<file path="src/rtl/mem_arbiter_pkg.sv">
// Shared types for the IF/LSU memory port arbiter.
package mem_arbiter_pkg;

  typedef enum logic [1:0] {
    IDLE = 2'd0,
    ADDR = 2'd1,
    RESP = 2'd2,
    DONE = 2'd3
  } arb_state_e;

  typedef enum logic {
    OWN_IF  = 1'b0,
    OWN_LSU = 1'b1
  } arb_owner_e;

endpackage

</file>
<file path="src/rtl/mem_arbiter.sv">
// Shares one split-handshake memory port between instruction fetch and the LSU,
// one outstanding transaction at a time, LSU priority with an IF starvation guard.
module mem_arbiter
  import mem_arbiter_pkg::*;
#(
  parameter int AW         = 32,
  parameter int DW         = 32,
  parameter int STARVE_MAX = 4
) (
  input  logic            i_clk,
  input  logic            i_rst_n,
  input  logic            i_if_VALID,
  input  logic [AW-1:0]   i_if_addr,
  input  logic            i_if_kill,
  output logic            o_if_READY,
  output logic [DW-1:0]   o_if_rdata,
  input  logic            i_lsu_VALID,
  input  logic            i_lsu_we,
  input  logic [AW-1:0]   i_lsu_addr,
  input  logic [DW-1:0]   i_lsu_wdata,
  input  logic [DW/8-1:0] i_lsu_strb,
  output logic            o_lsu_READY,
  output logic [DW-1:0]   o_lsu_rdata,
  output logic            o_mem_VALID,
  output logic            o_mem_we,
  output logic [AW-1:0]   o_mem_addr,
  output logic [DW-1:0]   o_mem_wdata,
  output logic [DW/8-1:0] o_mem_strb,
  input  logic            i_mem_READY,
  input  logic            i_mem_rvalid,
  input  logic [DW-1:0]   i_mem_rdata,
  output logic            o_proto_err
);

  localparam int SW = DW / 8;
  localparam int CW = $clog2(STARVE_MAX + 1);
  localparam logic [CW-1:0] STARVE_LIMIT = CW'(STARVE_MAX);

  arb_state_e    state_reg, state_next;
  arb_owner_e    owner_reg, owner_next;
  logic          we_reg, we_next;
  logic [AW-1:0] addr_reg, addr_next;
  logic [DW-1:0] wdata_reg, wdata_next;
  logic [SW-1:0] strb_reg, strb_next;
  logic [CW-1:0] starve_reg, starve_next;
  logic          kill_reg, kill_next;
  logic [DW-1:0] if_rdata_reg, lsu_rdata_reg;
  logic          proto_err_reg;

  logic if_req, grant_lsu, grant_if;

  // A fetch being killed this cycle is not a contender.
  assign if_req    = i_if_VALID & ~i_if_kill;
  assign grant_lsu = i_lsu_VALID & ~(if_req & (starve_reg == STARVE_LIMIT));
  assign grant_if  = if_req & ~grant_lsu;

  always_comb begin
    state_next  = state_reg;
    owner_next  = owner_reg;
    we_next     = we_reg;
    addr_next   = addr_reg;
    wdata_next  = wdata_reg;
    strb_next   = strb_reg;
    starve_next = starve_reg;
    kill_next   = kill_reg;

    unique case (state_reg)
      IDLE: begin
        kill_next = 1'b0;
        if (grant_lsu) begin
          state_next = ADDR;
          owner_next = OWN_LSU;
          we_next    = i_lsu_we;
          addr_next  = i_lsu_addr;
          wdata_next = i_lsu_wdata;
          strb_next  = i_lsu_we ? i_lsu_strb : '0;
        end else if (grant_if) begin
          state_next = ADDR;
          owner_next = OWN_IF;
          we_next    = 1'b0;
          addr_next  = i_if_addr;
          strb_next  = '0;
        end

        if (grant_if || !i_if_VALID)
          starve_next = '0;
        else if (grant_lsu && starve_reg != STARVE_LIMIT)
          starve_next = starve_reg + CW'(1);
      end
      ADDR: begin
        if (i_mem_READY)
          state_next = RESP;
        if (owner_reg == OWN_IF && i_if_kill)
          kill_next = 1'b1;
      end
      RESP: begin
        if (i_mem_rvalid)
          state_next = DONE;
        if (owner_reg == OWN_IF && i_if_kill)
          kill_next = 1'b1;
      end
      DONE: begin
        state_next = IDLE;
        kill_next  = 1'b0;
      end
      default: state_next = IDLE;
    endcase
  end

  always_ff @(posedge i_clk or negedge i_rst_n) begin
    if (!i_rst_n) begin
      state_reg  <= IDLE;
      owner_reg  <= OWN_IF;
      we_reg     <= 1'b0;
      addr_reg   <= '0;
      wdata_reg  <= '0;
      strb_reg   <= '0;
      starve_reg <= '0;
      kill_reg   <= 1'b0;
    end else begin
      state_reg  <= state_next;
      owner_reg  <= owner_next;
      we_reg     <= we_next;
      addr_reg   <= addr_next;
      wdata_reg  <= wdata_next;
      strb_reg   <= strb_next;
      starve_reg <= starve_next;
      kill_reg   <= kill_next;
    end
  end

  // Response capture; a kill arriving with the response also blocks the update.
  always_ff @(posedge i_clk or negedge i_rst_n) begin
    if (!i_rst_n) begin
      if_rdata_reg  <= '0;
      lsu_rdata_reg <= '0;
      proto_err_reg <= 1'b0;
    end else begin
      if (state_reg == RESP && i_mem_rvalid) begin
        if (owner_reg == OWN_LSU && !we_reg)
          lsu_rdata_reg <= i_mem_rdata;
        if (owner_reg == OWN_IF && !kill_reg && !i_if_kill)
          if_rdata_reg <= i_mem_rdata;
      end
      if (i_mem_rvalid && state_reg != RESP)
        proto_err_reg <= 1'b1;
    end
  end

  assign o_mem_VALID = (state_reg == ADDR);
  assign o_mem_we    = we_reg;
  assign o_mem_addr  = addr_reg;
  assign o_mem_wdata = wdata_reg;
  assign o_mem_strb  = strb_reg;

  assign o_lsu_READY = (state_reg == DONE) && (owner_reg == OWN_LSU);
  assign o_if_READY  = (state_reg == DONE) && (owner_reg == OWN_IF) && !kill_reg;
  assign o_lsu_rdata = lsu_rdata_reg;
  assign o_if_rdata  = if_rdata_reg;
  assign o_proto_err = proto_err_reg;

endmodule
</file>
<file path="config.mk">
export PLATFORM = sky130hd
export DESIGN_NAME = mem_arbiter
export DESIGN_NICKNAME = d
export VERILOG_FILES = /design/src/rtl/mem_arbiter_pkg.sv /design/src/rtl/mem_arbiter.sv
export SDC_FILE = /design/constraint.sdc
export NUM_CORES = 1
export LEC_CHECK = 0
export ABC_AREA = 1
export CAP_MARGIN = 20
export CORE_UTILIZATION = 35
export DETAILED_ROUTE_END_ITERATION = 12
export PLACE_DENSITY = 0.67
export SYNTH_ARGS = -nofsm -noshare
export SYNTH_HDL_FRONTEND = slang
export SYNTH_SLANG_ARGS = --single-unit
</file>
<file path="constraint.sdc">
create_clock -name i_clk -period 3.41 [get_ports i_clk]
set_input_delay 0.8525 -clock i_clk [delete_from_list [all_inputs] [get_ports i_clk]]
set_output_delay 0.8525 -clock i_clk [all_outputs]
set_load 0.1 [all_outputs]
</file>
==> results.md, run 1 <==
- Peak Freq: around 0.42 GHz
- Period utilization: between 70% and 80%
- Die Area: 17970 µm²
- Wirelength per Cell: 13.83 µm
- Outcome: complete, no violations
- Min Tclk post-route: around 2.4 ns
- Mapped cell area: 6105 µm²
- CTS root buffer: clkbuf_16
- Worst slew pin tran: between 0.7 and 0.8 ns
- Crit path cell chain: clkdlybuf4s50_1 -> buf_4 -> nand2_2 -> nand2_1 -> nand3_1 -> nand2_1
- Synth-to-Final Area Change: 53.80%
- RSZ-0062 raised after global routing: false
- Setup TNS: 0 ns
- Row cnt: between 40 and 50
- Asr flop ratio synth: 100.0%
- Net Count, Synth: ~890
- CTS H-tree lvls: 4
- DRT Pass-1 Iters: 5
- Cell mode on critical path: nand2_1
- Synth warn: 0
- Hold_buf cts: 0
- Final net count: roughly 1.2k
- Vias in the first global route: between 5k and 6k
- CP Launch Type: input port
- Slew headroom: between 50% and 60%
- Synth Register Bits: 141
- Clk pin slew, worst setup/hold paths: 0.06 ns
- Max cap viols: 0
- CTS resizes: 0
- Most common flop cell mapped by yosys: dfrtp_1
- CP endpoint kind: register
- Worst R2R End: o_mem_addr[16]$_DFFE_PN0P_
- Synthesized area per cell: 8.194 µm²
- Aggregate global routing overflow: 0
- Core Region: 16820 µm²
- Remaining antenna violation count: 0
- Yosys top cell by area: dfrtp_1
- EDFF count, synth: 0
- Clock Skew: 0.009646 ns
- Setup violators final: 0
- Post-DP HPWL: between 10000 and 15000 µm
- Reg2Reg Depth: 9
- WL final: between 15000 and 20000 µm
- Reg-to-reg slack, setup: approximately 1.5 ns
- PortBufs: roughly 280
- Crit path kind: in2reg
- Drt first-iter violations: between 200 and 300
- Reg2reg start: starve_reg[0]$_DFFE_PN0P_
- Fin. Hold Viols: 0
- Initial antenna violation count: 1
- Critical-path top delay cell: clkdlybuf4s50_1
- Width of the die: ~130 µm
- DRC viols: 0
- Number of I/O pins: 277
- Slew Limit Fails: 0
- First-pass GRT wire length: about 27000 µm
- Synth area leaders: dfrtp_1, nand2_1, inv_1, nand3_1, o21ai_0
- WP data required: roughly 3.8 ns
- Vias: approximately 5.5k
- Critical Path Max Stage Delay: 0.57 ns
- Post-synthesis sequential area ratio: 57.80%
- Critical path fanouts, max: 37
- Num CTS Buffers: 17
- Clock Tree Buf Depth: 2
- Worst-skew pair later-pin latency: between 0.4 and 0.5 ns
- Clock Sinks: around 140
- Hold crit path type: in2async
- Post-CTS Setup Inserts: 0
- Synth cell types: 20
- All-Layer GR Usage: about a fifth
- TritonCTS clock tree: done
- Vias/cell: approximately 4.4
- Most frequent cells in the layout: nand2_1, buf_4, dfrtp_1
- Synth Instances: between 700 and 800
- Die height: roughly 130 µm
- Top cell type's share of synthesized area: 57.80%
- Final Wtd Congestion: 0.8305
- Share of cells above drive strength 1: 18.05%
- Largest net degree at the start of global routing: 70
- Most common cell after layout, fill and taps aside: nand2_1
- Starting Density: between 30% and 40%
- CP arrival: 2.75 ns
## worst max-delay path, delay by kind of cell
family,cells,cell delay [ns]
and+or+nand+nor,4,0.89
buffers and inverters,2,0.99
## logic make-up (layout without fill, tap and decap cells)
| kind of cell | after synthesis | in the layout | synth area share, % |
|---|---|---|---|
| AND/OR/NAND/NOR | 369 | 369 | 24.49 |
| buffers and inverters | 151 | 431 | 9.797 |
| flip-flops | 141 | 141 | 57.80 |
| AO/OA/AOI/OAI | 76 | 76 | 6.333 |
| adder cells (fa/ha/maj) | 7 | 7 | 1.435 |
| XOR/XNOR | 1 | 1 | 0.1435 |
| other | 0 | 1 | 0 |
## metal layers
| layer | GRT usage [%] | up-vias | share of wire [%] |
|---|---|---|---|
| met5 | 0 | - | 0.075 |
| met4 | 6.742 | 2 | 1.7 |
| met3 | 5.933 | 20 | 7.4 |
| met2 | 30.80 | 184 | 46 |
| met1 | 25.23 | 2523 | 45 |
| li1 | - | 2799 | - |
## synthesized netlist by cell type, types with 3 or more instances
| library cell | number |
|---|---|
| nand2_1 | 287 |
| dfrtp_1 | 141 |
| inv_1 | 111 |
| nand3_1 | 70 |
| o21ai_0 | 69 |
| clkbuf_1 | 17 |
| buf_2 | 16 |
| ha_1 | 7 |
| nor2_1 | 5 |
| inv_2 | 4 |
| nand3b_1 | 4 |
| o21ai_1 | 4 |
| buf_4 | 3 |
## cell type report
cell class	instances	area, µm²
Inverter	115	431.7
Fill cell	1597	7430
Sequential cell	141	3528
Timing Repair Buffer	284	2494
Clock buffer	19	442.9
Clock inverter	13	234.0
Multi-Input combinational cell	453	1981
Tap cell	220	275.3
Antenna cell	1	2.502
## per-stage QoR
stage / std cells / utilization, % / hold slack, ns / worst slack, ns / area (µm²)
floorplan: 745 / - / 0.4782 / 0.7192 / 6105
detailed placement: 1213 / 51.79 / 0.4663 / 0.5635 / 8710
CTS: 1245 / 55.81 / 0.4589 / 1.013 / 9387
finish: 1246 / 55.83 / 0.4361 / 1.011 / 9389
global route: 1245 / 55.81 / 0.4746 / 0.8416 / 9387
global placement: 1213 / 51.79 / 0.4630 / 0.6000 / 8710
## worst max path at each step
stage / startpoint / end / slack (ns) / cells past startpoint
final: i_lsu_VALID / o_mem_addr[16]$_DFFE_PN0P_ / 1.01 / 6
after global routing: i_lsu_VALID / o_mem_addr[13]$_DFFE_PN0P_ / 0.84 / 6
after CTS: i_lsu_VALID / o_mem_addr[0]$_DFFE_PN0P_ / 1.01 / 6
after detailed placement: i_lsu_VALID / o_mem_addr[0]$_DFFE_PN0P_ / 0.56 / 6
after global placement: i_lsu_VALID / o_mem_addr[0]$_DFFE_PN0P_ / 0.60 / 6
after floorplan: state_reg[0]$_DFFE_PN0P_ / o_if_READY / 0.72 / 3
Power of run 1 is left out: the tool's default activity adds up to more than one toggle a clock period on the data nets, which glitch-free logic cannot reach.
==> inputs of run 2 (changes only) <==
--- a/config.mk
+++ b/config.mk
@@ -9,7 +9,7 @@
 export CAP_MARGIN = 20
 export CORE_UTILIZATION = 35
 export DETAILED_ROUTE_END_ITERATION = 12
-export PLACE_DENSITY = 0.67
+export PLACE_DENSITY = 0.7
 export SYNTH_ARGS = -nofsm -noshare
 export SYNTH_HDL_FRONTEND = slang
 export SYNTH_SLANG_ARGS = --single-unit
==> constraint.sdc (replaced) <==
create_clock -name i_clk -period 2.1 [get_ports i_clk]
set_input_delay 0.525 -clock i_clk [delete_from_list [all_inputs] [get_ports i_clk]]
set_output_delay 0.525 -clock i_clk [all_outputs]
set_load 0.1 [all_outputs]
==> results.md, run 2 (synthesis gave the netlist of run 1 again) <==
- Outcome: complete, no violations
- Vias in the first global route: 5343 (+1.1%)
- Die height: 134.1 µm (unchanged)
- Num CTS Buffers: 17 (unchanged)
- CTS root buffer: clkbuf_16
- Slew Limit Fails: 0 (unchanged)
- WHS: 0.4695 ns (+0.03338 ns)
- CP bufs+invs: 1 (-1)
- All-Layer GR Usage: 19.74% (+0.31 points)
- Initial antenna violation count: 1 (unchanged)
- Most common cell after layout, fill and taps aside: nand2_1
- Critical path fanouts, max: 4 (-89%)
- WP data required: 1.57 ns (-2.19 ns)
- Reg-to-reg slack, setup: 0.37 ns (-1.14 ns)
- Starting Density: 36.30% (unchanged)
- DRT Pass-1 Iters: 5 (unchanged)
- Period utilization: between 90% and 100%
- Crit path cell chain: ha_1 -> nand2_1 -> nor2_2 -> buf_12
- Clock Tree Buf Depth: 2 (unchanged)
- Met3 wire len: 1335 µm (+4.4%)
- Wirelength per Cell: 13.71 µm (-0.86%)
- Min Tclk post-route: 1.972 ns
- Aggregate global routing overflow: 0 (unchanged)
- Fin. Hold Viols: 0 (unchanged)
- Number of I/O pins: 277 (unchanged)
- CP endpoint kind: output port
- CP Launch Type: register
- Clk pin slew, worst setup/hold paths: 0.06 ns (about the same)
- Critical-path top delay cell: dfrtp_1
- Vias/cell: 4.467 (+0.68%)
- DR top layer: met5
- Flip-flop and latch area: 3528 µm² (unchanged)
- CP arrival: 1.45 ns (-1.30 ns)
- Hold Path Sink: o_proto_err$_DFFE_PN0P_
- Max cap viols: 0 (unchanged)
- Synth-to-Final Area Change: 56.59%
- Fillcell total: 1592 (-0.31%)
- Slew headroom: 62.20% (+9.7 points)
- Share of cells above drive strength 1: 19.09% (+1.0 points)
- Core Region: 16820 µm² (unchanged)
- Worst-skew pair later-pin latency: 0.42 ns (about the same)
- First-pass GRT wire length: 27490 µm (+1.1%)
- Remaining antenna violation count: 0 (unchanged)
- Final net count: 1171 (+1.0%)
- Crit path kind: reg2out
- Worst R2R End: o_mem_addr[18]$_DFFE_PN0P_
- Critical Path Max Stage Delay: 0.41 ns (-0.16 ns)
- Width of the die: 134.1 µm (unchanged)
- M1 wire length: 7458 µm (-3.4%)
- HP Start: o_proto_err$_DFFE_PN0P_
- Setup TNS: 0 ns (unchanged)
- PortBufs: 276 (unchanged)
- Post-CTS Setup Inserts: 0 (unchanged)
- WL final: 17240 µm (about the same)
- DRC viols: 0 (unchanged)
- Peak Freq: around 0.51 GHz
- Reg2reg start: starve_reg[0]$_DFFE_PN0P_
- Area of the multi-input gates: 1983 µm² (+0.13%)
- Die Area: 17970 µm² (unchanged)
- Final Wtd Congestion: 0.7775 (-6.4%)
- Drt first-iter violations: 286 (-1.7%)
- Most frequent cells in the layout: nand2_1, buf_4, dfrtp_1
- TritonCTS clock tree: done
- Worst slew pin tran: 0.5662 ns (-0.1451 ns)
- Hold crit path type: reg2reg
- Post-DP HPWL: 12260 µm (+3.4%)
- Vias: 5619 (+1.6%)
- Clock Skew: 0.01381 ns (+0.004164 ns)
- CP delay by family, top: flip-flops
- WHS Path Cells: 1
- Row cnt: 47 (unchanged)
- Setup violators final: 0 (unchanged)
- Largest net degree at the start of global routing: 65 (-7.1%)
- Clock Sinks: 141 (unchanged)
- CTS H-tree lvls: 4 (unchanged)
- Reg2Reg Depth: 10 (+1)
- RSZ-0062 raised after global routing: false
- Met2 Routed Length: 8080 µm (+2.0%)
run 2: cell type report:
| type | instances | share of cell area, % |
|---|---|---|
| antenna | 1 | 0.02618 |
| clock buffer | 17 | 4.450 |
| clock inverter | 15 | 1.846 |
| inverter | 115 | 4.516 |
| multi-input combinational | 453 | 20.75 |
| sequential | 141 | 36.91 |
| tap | 220 | 2.880 |
| timing repair buffer | 296 | 28.63 |
run 2: timing repair:
item,4_1_cts,5_1_grt
gates resized for setup,0,0
endpoints found under the hold margin,15,0
hold buffers,1,0
run 2: metrics by stage:
step	area [µm²]	util, %	setup WS, ns	cells
2_1_floorplan	6107	-	0.1994	745
3_3_place_gp	8945	53.18	0.01555	1224
3_5_place_dp	8945	53.18	0.02608	1224
4_1_cts	9557	56.82	0.08671	1257
5_1_grt	9557	56.82	0.009103	1257
6_report	9559	56.84	0.1284	1258
run 2: per-layer routing:
metal  up-vias  global-route usage, %
li1       2831                      -
met1      2548                  24.66
met2       215                  31.49
met3        23                  6.689
met4         2                  7.740
met5         -                      0
run 2: worst max path at each step:
stage / cells after the start / endpoint / slack [ns] / from
after detailed placement: 8 / o_mem_addr[30]$_DFFE_PN0P_ / 0.03 / i_if_kill
after global placement: 7 / o_mem_addr[8]$_DFFE_PN0P_ / 0.02 / i_lsu_VALID
after floorplan: 3 / o_if_READY / 0.20 / state_reg[0]$_DFFE_PN0P_
after global routing: 4 / o_if_READY / 0.009 / state_reg[0]$_DFFE_PN0P_
after CTS: 4 / o_if_READY / 0.09 / state_reg[0]$_DFFE_PN0P_
final: 4 / o_if_READY / 0.13 / state_reg[0]$_DFFE_PN0P_
run 2: worst register-to-register path, stage by stage, from the launching register on:
cell and delay [ns]:
dfrtp_1 0.37, inv_1 0.07, ha_1 0.19, nand2_1 0.09, inv_1 0.04, nand2_1 0.07
buf_4 0.13, buf_4 0.35, nand3_1 0.14, nand3_1 0.11, nand2_1 0.06
Power of run 2 is left out for the same reason.
